<file path="src/rtl/uart_pkg.sv">
// Shared UART receiver definitions: FSM state encoding, oversample factor and
// the clock-divider helper used by the oversample tick generator.
package uart_pkg;

  localparam int OS_FACTOR = 16;
  localparam int MID_TICK  = OS_FACTOR / 2 - 1;

  typedef enum logic [2:0] {
    IDLE,
    START,
    DATA,
    STOP,
    WAIT_HIGH
  } rx_state_t;

  function automatic int calc_div(input int clock_freq, input int baud);
    return clock_freq / (baud * OS_FACTOR);
  endfunction

endpackage

</file>
<file path="src/rtl/uart_os_tick.sv">
// Free-running oversample tick: a one-clk pulse every DIV clocks, where
// DIV = CLOCK_FREQ / (BAUD * OS_FACTOR) with integer truncation.
module uart_os_tick
  import uart_pkg::*;
#(
  parameter int CLOCK_FREQ = 16000000,
  parameter int BAUD       = 9600
) (
  input  logic clk,
  input  logic rst_n,
  output logic tick
);

  localparam int DIV = calc_div(CLOCK_FREQ, BAUD);
  localparam int CW  = (DIV > 1) ? $clog2(DIV) : 1;
  localparam logic [CW-1:0] LAST = CW'(DIV - 1);

  logic [CW-1:0] div_cnt_reg;
  logic          tick_reg;

  always_ff @(posedge clk or negedge rst_n) begin
    if (!rst_n) begin
      div_cnt_reg <= '0;
      tick_reg    <= 1'b0;
    end else if (div_cnt_reg == LAST) begin
      div_cnt_reg <= '0;
      tick_reg    <= 1'b1;
    end else begin
      div_cnt_reg <= div_cnt_reg + CW'(1);
      tick_reg    <= 1'b0;
    end
  end

  assign tick = tick_reg;

endmodule

</file>
<file path="src/rtl/uart_rx_deser.sv">
// UART receiver: 16x oversampled, LSB-first, 1 start / 1 stop bit, no parity,
// with a valid/ready output holding register plus frame-error and overrun pulses.
module uart_rx_deser
  import uart_pkg::*;
#(
  parameter int CLOCK_FREQ = 16000000,
  parameter int BAUD       = 9600,
  parameter int WIDTH      = 8
) (
  input  logic             clk,
  input  logic             rst_n,
  input  logic             rx_in,
  output logic [WIDTH-1:0] rx_data,
  output logic             rx_valid,
  input  logic             rx_ready,
  output logic             frame_err,
  output logic             overrun
);

  localparam int OS_W  = $clog2(OS_FACTOR);
  localparam int BIT_W = $clog2(WIDTH + 1);

  logic             tick;
  logic             sync1_reg, sync2_reg;
  logic             rx_sync;
  rx_state_t        state_reg, state_next;
  logic [OS_W-1:0]  os_cnt_reg, os_cnt_next;
  logic [BIT_W-1:0] bit_cnt_reg, bit_cnt_next;
  logic [WIDTH-1:0] shreg_reg, shreg_next;
  logic [WIDTH:0]   shreg_ext;
  logic             byte_done, frame_bad;
  logic [WIDTH-1:0] rx_data_reg;
  logic             rx_valid_reg, frame_err_reg, overrun_reg;

  uart_os_tick #(
    .CLOCK_FREQ(CLOCK_FREQ),
    .BAUD      (BAUD)
  ) u_os_tick (
    .clk  (clk),
    .rst_n(rst_n),
    .tick (tick)
  );

  always_ff @(posedge clk or negedge rst_n) begin
    if (!rst_n) begin
      sync1_reg <= 1'b1;
      sync2_reg <= 1'b1;
    end else begin
      sync1_reg <= rx_in;
      sync2_reg <= sync1_reg;
    end
  end

  assign rx_sync   = sync2_reg;
  // New bit enters at the MSB so the first (LSB) bit ends up in bit 0.
  assign shreg_ext = {rx_sync, shreg_reg};

  always_ff @(posedge clk or negedge rst_n) begin
    if (!rst_n) begin
      state_reg   <= IDLE;
      os_cnt_reg  <= '0;
      bit_cnt_reg <= '0;
      shreg_reg   <= '0;
    end else begin
      state_reg   <= state_next;
      os_cnt_reg  <= os_cnt_next;
      bit_cnt_reg <= bit_cnt_next;
      shreg_reg   <= shreg_next;
    end
  end

  always_comb begin
    state_next   = state_reg;
    os_cnt_next  = os_cnt_reg;
    bit_cnt_next = bit_cnt_reg;
    shreg_next   = shreg_reg;
    byte_done    = 1'b0;
    frame_bad    = 1'b0;
    case (state_reg)
      IDLE: begin
        if (!rx_sync) begin
          state_next  = START;
          os_cnt_next = '0;
        end
      end
      START: begin
        if (tick) begin
          if (os_cnt_reg == OS_W'(MID_TICK)) begin
            os_cnt_next  = '0;
            bit_cnt_next = '0;
            state_next   = rx_sync ? IDLE : DATA;
          end else begin
            os_cnt_next = os_cnt_reg + OS_W'(1);
          end
        end
      end
      DATA: begin
        if (tick) begin
          if (os_cnt_reg == OS_W'(OS_FACTOR - 1)) begin
            os_cnt_next  = '0;
            shreg_next   = shreg_ext[WIDTH:1];
            bit_cnt_next = bit_cnt_reg + BIT_W'(1);
            if (bit_cnt_reg == BIT_W'(WIDTH - 1)) begin
              state_next = STOP;
            end
          end else begin
            os_cnt_next = os_cnt_reg + OS_W'(1);
          end
        end
      end
      STOP: begin
        if (tick) begin
          if (os_cnt_reg == OS_W'(OS_FACTOR - 1)) begin
            os_cnt_next  = '0;
            bit_cnt_next = '0;
            if (rx_sync) begin
              byte_done  = 1'b1;
              state_next = IDLE;
            end else begin
              frame_bad  = 1'b1;
              state_next = WAIT_HIGH;
            end
          end else begin
            os_cnt_next = os_cnt_reg + OS_W'(1);
          end
        end
      end
      WAIT_HIGH: begin
        if (rx_sync) begin
          state_next = IDLE;
        end
      end
      default: state_next = IDLE;
    endcase
  end

  // A completing byte wins over a plain handshake clear, so simultaneous
  // accept-and-complete keeps rx_valid high with the new byte.
  always_ff @(posedge clk or negedge rst_n) begin
    if (!rst_n) begin
      rx_data_reg   <= '0;
      rx_valid_reg  <= 1'b0;
      frame_err_reg <= 1'b0;
      overrun_reg   <= 1'b0;
    end else begin
      frame_err_reg <= frame_bad;
      overrun_reg   <= byte_done && rx_valid_reg && !rx_ready;
      if (byte_done && (!rx_valid_reg || rx_ready)) begin
        rx_data_reg  <= shreg_reg;
        rx_valid_reg <= 1'b1;
      end else if (rx_valid_reg && rx_ready) begin
        rx_valid_reg <= 1'b0;
      end
    end
  end

  assign rx_data   = rx_data_reg;
  assign rx_valid  = rx_valid_reg;
  assign frame_err = frame_err_reg;
  assign overrun   = overrun_reg;

endmodule

</file>
<file path="config.mk">
export PLATFORM = sky130hd
export DESIGN_NAME = uart_rx_deser
export DESIGN_NICKNAME = d
export VERILOG_FILES = /design/src/rtl/uart_pkg.sv /design/src/rtl/uart_os_tick.sv /design/src/rtl/uart_rx_deser.sv
export SDC_FILE = /design/constraint.sdc
export NUM_CORES = 1
export LEC_CHECK = 0
export ABC_AREA = 1
export BUFFER_PORTS_ARGS = -buffer_cell sky130_fd_sc_hd__buf_2
export CORE_AREA = 2 2 64 66
export DETAILED_ROUTE_END_ITERATION = 6
export DIE_AREA = 0 0 66 68
export PLACE_DENSITY = 0.67
export SLEW_MARGIN = 20
export SYNTH_ARGS = -nofsm -noshare
export SYNTH_HDL_FRONTEND = slang
export SYNTH_SLANG_ARGS = --single-unit
</file>
<file path="constraint.sdc">
create_clock -name clk -period 2.95 [get_ports clk]
set_clock_uncertainty 0.05 [all_clocks]
set_input_delay 0.59 -clock clk [delete_from_list [all_inputs] [get_ports clk]]
set_output_delay 0.59 -clock clk [all_outputs]
set_load 0.01 [all_outputs]
</file>
==> results of run 1 <==
==> worst max-delay path, cell delays in order (launching register included) <==
cell and delay, ps:
dfrtp_1 380, ha_1 220, nand3_1 150, nor2_4 210
nand3_2 280, inv_1 220, nand2_1 70, nand2_1 60
==> report_power, final <==
| part | internal (mW) | total, mW | switching [mW] |
|---|---|---|---|
| registers | 0.550 | 0.551 | 0.000915 |
| clock network | 0.251 | 0.438 | 0.187 |
| logic | 0.00183 | 0.0135 | 0.0116 |
| total | 0.803 | 1.00 | 0.200 |
==> path summary, 6_finish.rpt <==
path / start / end / slack (ps)
setup / recovery: os_cnt_reg[0] / rx_data[0] / 1260
hold / removal: sync1_reg / rx_sync / 310
setup reg to reg: os_cnt_reg[0] / rx_data[0] / 1260
hold reg to reg: sync1_reg / rx_sync / 310
max in group asynchronous: rst_n / bit_cnt_reg[3] / 1970
min in group asynchronous: rst_n / u_os_tick.div_cnt_reg[6] / 340
==> final cells by class <==
cell class / count / area share (%)
inverter: 24 / 4.35
tap: 50 / 3.02
clock inverter: 2 / 1.69
multi-input combinational: 136 / 35.6
sequential: 40 / 48.4
timing repair buffer: 14 / 3.38
clock buffer: 6 / 3.50
==> cells in the final DEF (no fill, tap or decap), types with 2 or more instances in the layout <==
cell type,count
nand2_1,52
inv_1,21
nor2_1,18
nand2_2,5
nor3_1,2
inv_2,3
o21ai_2,7
dfrtp_1,38
nand3_1,21
a21oi_1,3
ha_1,3
clkbuf_8,5
dfstp_2,2
xor2_1,7
a21oi_2,3
o21ai_1,2
buf_2,14
nor2_4,2
nor2_2,2
==> per-stage QoR <==
| stage | utilization, % | power [mW] | hold slack, ps |
|---|---|---|---|
| 6_report | 53.7 | 1.00 | 308 |
| 5_1_grt | 53.7 | 1.04 | 310 |
| 4_1_cts | 53.7 | 1.02 | 308 |
| 3_5_place_dp | 50.9 | 0.577 | 297 |
| 3_3_place_gp | 50.9 | 0.577 | 295 |
| 2_1_floorplan | - | 0.564 | 244 |
==> per-layer routing <==
| layer | vias to the layer above | part of all wire, % | track usage (%) | wire length, microns |
|---|---|---|---|---|
| li1 | 677 | - | - | - |
| met1 | 600 | 49 | 21.1 | 1500 |
| met2 | 16 | 46 | 22.5 | 1400 |
| met3 | 6 | 3.5 | 4.44 | 106 |
| met4 | 0 | 1.5 | 5.36 | 45 |
| met5 | - | 0 | 0 | 0 |
==> cell families after synthesis <==
kind of cell / count (synthesis) / share of synthesized area, %
AOI/OAI and AO/OA: 19 / 7.54
xor gates and xnor gates: 7 / 3.30
adders and majority gates: 3 / 2.02
buffers and inverters: 27 / 6.26
DFF: 40 / 54.0
and+or+nand+nor: 107 / 26.9
==> results.json, run 1 <==
{
  "yosysSeqAreaShare_pct": 54.0,
  "synthFlopType": "dfrtp_1",
  "cellPowerDensity_nw_per_um2": 484,
  "hpwl_mm": 2.13,
  "area_growth_syn_to_layout_pct": 11.5,
  "period_share_pct": 57.3,
  "gp_congestion": 0.888,
  "worstMarginPinSlew_ps": 842,
  "nets": 228,
  "cp-start-kind": "flip-flop",
  "die_h_microns": 68,
  "placed_cells": 264,
  "htree_levels": 2,
  "placementRows": 23,
  "fmax_mhz": 592,
  "yosys_warnings": 0,
  "report.final.slew_viol_count": 0,
  "antenna_cells": 0,
  "outcome": "complete, no violations",
  "synth_top_area_cell": "dfrtp_1",
  "cts.sinks": 40,
  "yosys.area.top_type_share_pct": 51.2,
  "arrival_ps": 1870,
  "grt-ovfl-total": 0,
  "ys_ff_latch": 40,
  "vias": 1299,
  "antenna_found_initial": 0,
  "dr.pass1.iters": 4,
  "hold_buffers": 0,
  "finalSetupTns_ps": 0,
  "io_pins": 15,
  "cts_buffers": 5,
  "setup_violations": 0,
  "drive_gt1_share_pct": 22.1,
  "hold_viol": 0,
  "grt_use_total_pct": 15.1,
  "synth_area_leaders": "dfrtp_1 (51%), nand2_1 (11%), nand3_1 (5.7%)",
  "crit_type": "flip-flop to flip-flop",
  "ctsResizeCount": 0,
  "stdcell_area_sq_um": 2070,
  "grt_pass1_vias": 1124,
  "ys_types": 28,
  "postRouteWirelength_mm": 3.05,
  "seq_area_sq_um": 1000,
  "crit_fanout": 12,
  "ant_nets": 0,
  "clk_pin_slew_ps": 80,
  "grt_pass1_wl_mm": 5.04,
  "slew-limit-headroom_pct": 43.9,
  "ir_drop_v": 0.000328,
  "synthCells": 203,
  "start_util_pct": 48.2,
  "grt_max_degree": 41,
  "rsz0062_at_grt": "false",
  "final_cell_count_no_fill": 272,
  "whs_path_depth": 0,
  "wl_per_cell_microns": 11.2,
  "insertion_delay_ps": 300,
  "place_ws_ps": 1280,
  "cts_setup_buffers": 0,
  "multiInputGateArea_sq_um": 738,
  "min_period_ps": 1690,
  "syn_area_per_cell_sq_um": 9.15,
  "drtIter0Drc": 33,
  "rr_worst_depth": 7,
  "setup_ws_ps": 1260,
  "viasPerCell": 4.78,
  "end_kind": "flip-flop",
  "root_buffer": "clkbuf_8",
  "route.detailed.drc": 0,
  "die_x_microns": 66,
  "async_flop_share_pct": 100,
  "hp-class": "flip-flop to flip-flop",
  "synthTopCellsByCount": "nand2_1 (52), dfrtp_1 (38), inv_1 (21), nand3_1 (21), nor2_1 (18)",
  "die-area_sq_um": 4490,
  "leakage_nw": 1.08,
  "syn_area_sq_um": 1860,
  "max_cap_violations": 0,
  "cts_tree": "built",
  "place_area_sq_um": 1960,
  "syn_nets": 210,
  "synth_edf_count": 0,
  "core_sq_um": 3860,
  "synth_most_common_cell": "nand2_1",
  "cts_max_path_buffers": 2,
  "io_buffers": 14,
  "fill_cells": 368,
  "cp.required_ps": 3130
}
Power figures use the tool's default switching activity.
==> inputs of run 2 (changes only) <==
==> constraint.sdc (replaced) <==
create_clock -name clk -period 1.6 [get_ports clk]
set_clock_uncertainty 0.05 [all_clocks]
set_input_delay 0.32 -clock clk [delete_from_list [all_inputs] [get_ports clk]]
set_output_delay 0.32 -clock clk [all_outputs]
set_load 0.01 [all_outputs]
==> run 2 against run 1 <==
Effect of this change:
- clock power up 100%
- count of clock-buffer cells in the layout increased by 1
- final cell count is 4.8% higher
- hold slack worse by 230 ps
- sequential cell count did not move
- global-route usage up 1.5 points
- die area is the same
- final area up 6.3%
- critical path depth down 1
- largest power group unchanged
==> results.json, run 2 (same netlist as run 1, synthesis figures left out) <==
{
  "outcome": "complete, no violations",
  "wl_per_cell_microns": 11.1,
  "root_buffer": "clkbuf_8",
  "htree_levels": 2,
  "final_cell_mix": "nand2_1 (52), dfrtp_1 (38), inv_1 (21), nand3_1 (21), nor2_1 (18)",
  "final_common_cell": "nand2_1",
  "p_total_mw": 1.94,
  "drtIter0Drc": 68,
  "dr.pass1.iters": 4,
  "core_sq_um": 3860,
  "highest_layer": "met4",
  "grt_pass1_vias": 1296,
  "antenna_found_initial": 0,
  "wl_met3_microns": 116,
  "arrival_ps": 1600,
  "leakage_nw": 1.16,
  "cp.required_ps": 1730,
  "final_cell_count_no_fill": 285,
  "viasPerCell": 4.80,
  "hp-start": "rx_in",
  "cts.sinks": 40,
  "area_growth_syn_to_layout_pct": 18.6,
  "placementRows": 23,
  "cts_max_path_buffers": 2,
  "ant_nets": 0,
  "gp_congestion": 0.868,
  "fill_cells": 369,
  "nets": 241,
  "min_period_ps": 1470,
  "route.detailed.drc": 0,
  "grt_max_degree": 41,
  "report.final.slew_viol_count": 0,
  "reg2reg_from": "rx_sync",
  "cts_setup_buffers": 0,
  "start_util_pct": 48.2,
  "cp-start-kind": "flip-flop",
  "rsz0062_at_grt": "true",
  "max_cap_violations": 0,
  "end_kind": "flip-flop",
  "crit_type": "flip-flop to flip-flop",
  "clk_pin_slew_ps": 80,
  "grt-ovfl-total": 0,
  "die_x_microns": 66,
  "ir_drop_v": 0.000521,
  "route.layer.met1.wl_mm": 1.51,
  "wl_met2_mm": 1.50,
  "crit_fanout": 5,
  "postRouteWirelength_mm": 3.17,
  "cp-startpoint": "rx_sync",
  "io_buffers": 14,
  "setup_violations": 0,
  "grt_pass1_wl_mm": 5.64,
  "period_share_pct": 91.6,
  "hold_viol": 0,
  "die_h_microns": 68,
  "finalSetupTns_ps": 0,
  "drive_gt1_share_pct": 26.4,
  "placed_cells": 276,
  "fmax_mhz": 683,
  "cellPowerDensity_nw_per_um2": 879,
  "grt_use_total_pct": 16.6,
  "cts_buffers": 5,
  "vias": 1367,
  "io_pins": 15,
  "cts_tree": "built",
  "insertion_delay_ps": 280,
  "die-area_sq_um": 4490,
  "hpwl_mm": 2.33,
  "antenna_cells": 0,
  "worstMarginPinSlew_ps": 463,
  "hp-class": "primary input to flip-flop",
  "slew-limit-headroom_pct": 68.8
}
run 2: cell types whose count changed in the layout (fill, tap and decap cells not counted), sizes merged:
| cell | delta |
|---|---|
| buf | +12 |
| clkbuf | +1 |
| dlygate4sd3 | +1 |
| clkinv | -1 |
run 2: path summary, 6_finish.rpt:
check / cells past startpoint / slack, ps / to
worst max-delay path: 6 / 130 / rx_data[2]
worst min-delay path: 1 / 80 / sync1_reg
worst max register to register: 6 / 130 / rx_data[2]
worst min register to register: 0 / 300 / rx_sync
max in group asynchronous: 3 / 750 / sync1_reg
min in group asynchronous: 3 / 470 / u_os_tick.div_cnt_reg[6]
run 2: cell type report:
cell class | count | area (sq um) | area share (%)
clock buffers | 7 | 96.3 | 4.37
clock inverters | 1 | 30.0 | 1.36
inverters | 24 | 90.1 | 4.09
multi-input cells | 136 | 738 | 33.5
flip-flops and latches | 40 | 1000 | 45.5
well taps | 50 | 62.6 | 2.84
repair buffers | 27 | 183 | 8.29
run 2: stage by stage:
step	util, %	hold WS [ps]	cell area (sq um)	setup WS, ps
final	57.1	81.3	2200	135
after global routing	57.1	68.0	2200	-7.07
after floorplan	-	-25.6	1860	200
after global placement	53.6	253	2070	131
after CTS	57.1	70.3	2200	110
after detailed placement	53.6	254	2070	132
run 2: repair_timing:
action / in CTS / in global routing
gates resized for setup: 0 / 0
endpoints found under the hold margin: 38 / 0
setup endpoints to repair: 0 / 3
hold buffers: 1 / 0
run 2: critical path, stage by stage (launching register included):
cell and delay, ps:
dfstp_2 560, inv_1 60, nor3_2 200, nand3_2 170
buf_4 190, nand2_1 70, o21ai_2 50
run 2: power breakdown:
| part | total [mW] | switching (mW) | leakage, nW | internal, mW |
|---|---|---|---|---|
| logic | 0.0351 | 0.0235 | 0.561 | 0.0117 |
| clock network | 0.886 | 0.336 | 0.0645 | 0.550 |
| registers | 1.02 | 0.00175 | 0.532 | 1.01 |
run 2: layer usage:
layer,track usage (%),vias up
li1,-,702
met1,23.6,642
met2,25.8,19
met3,4.44,4
met4,3.83,0
met5,0,-
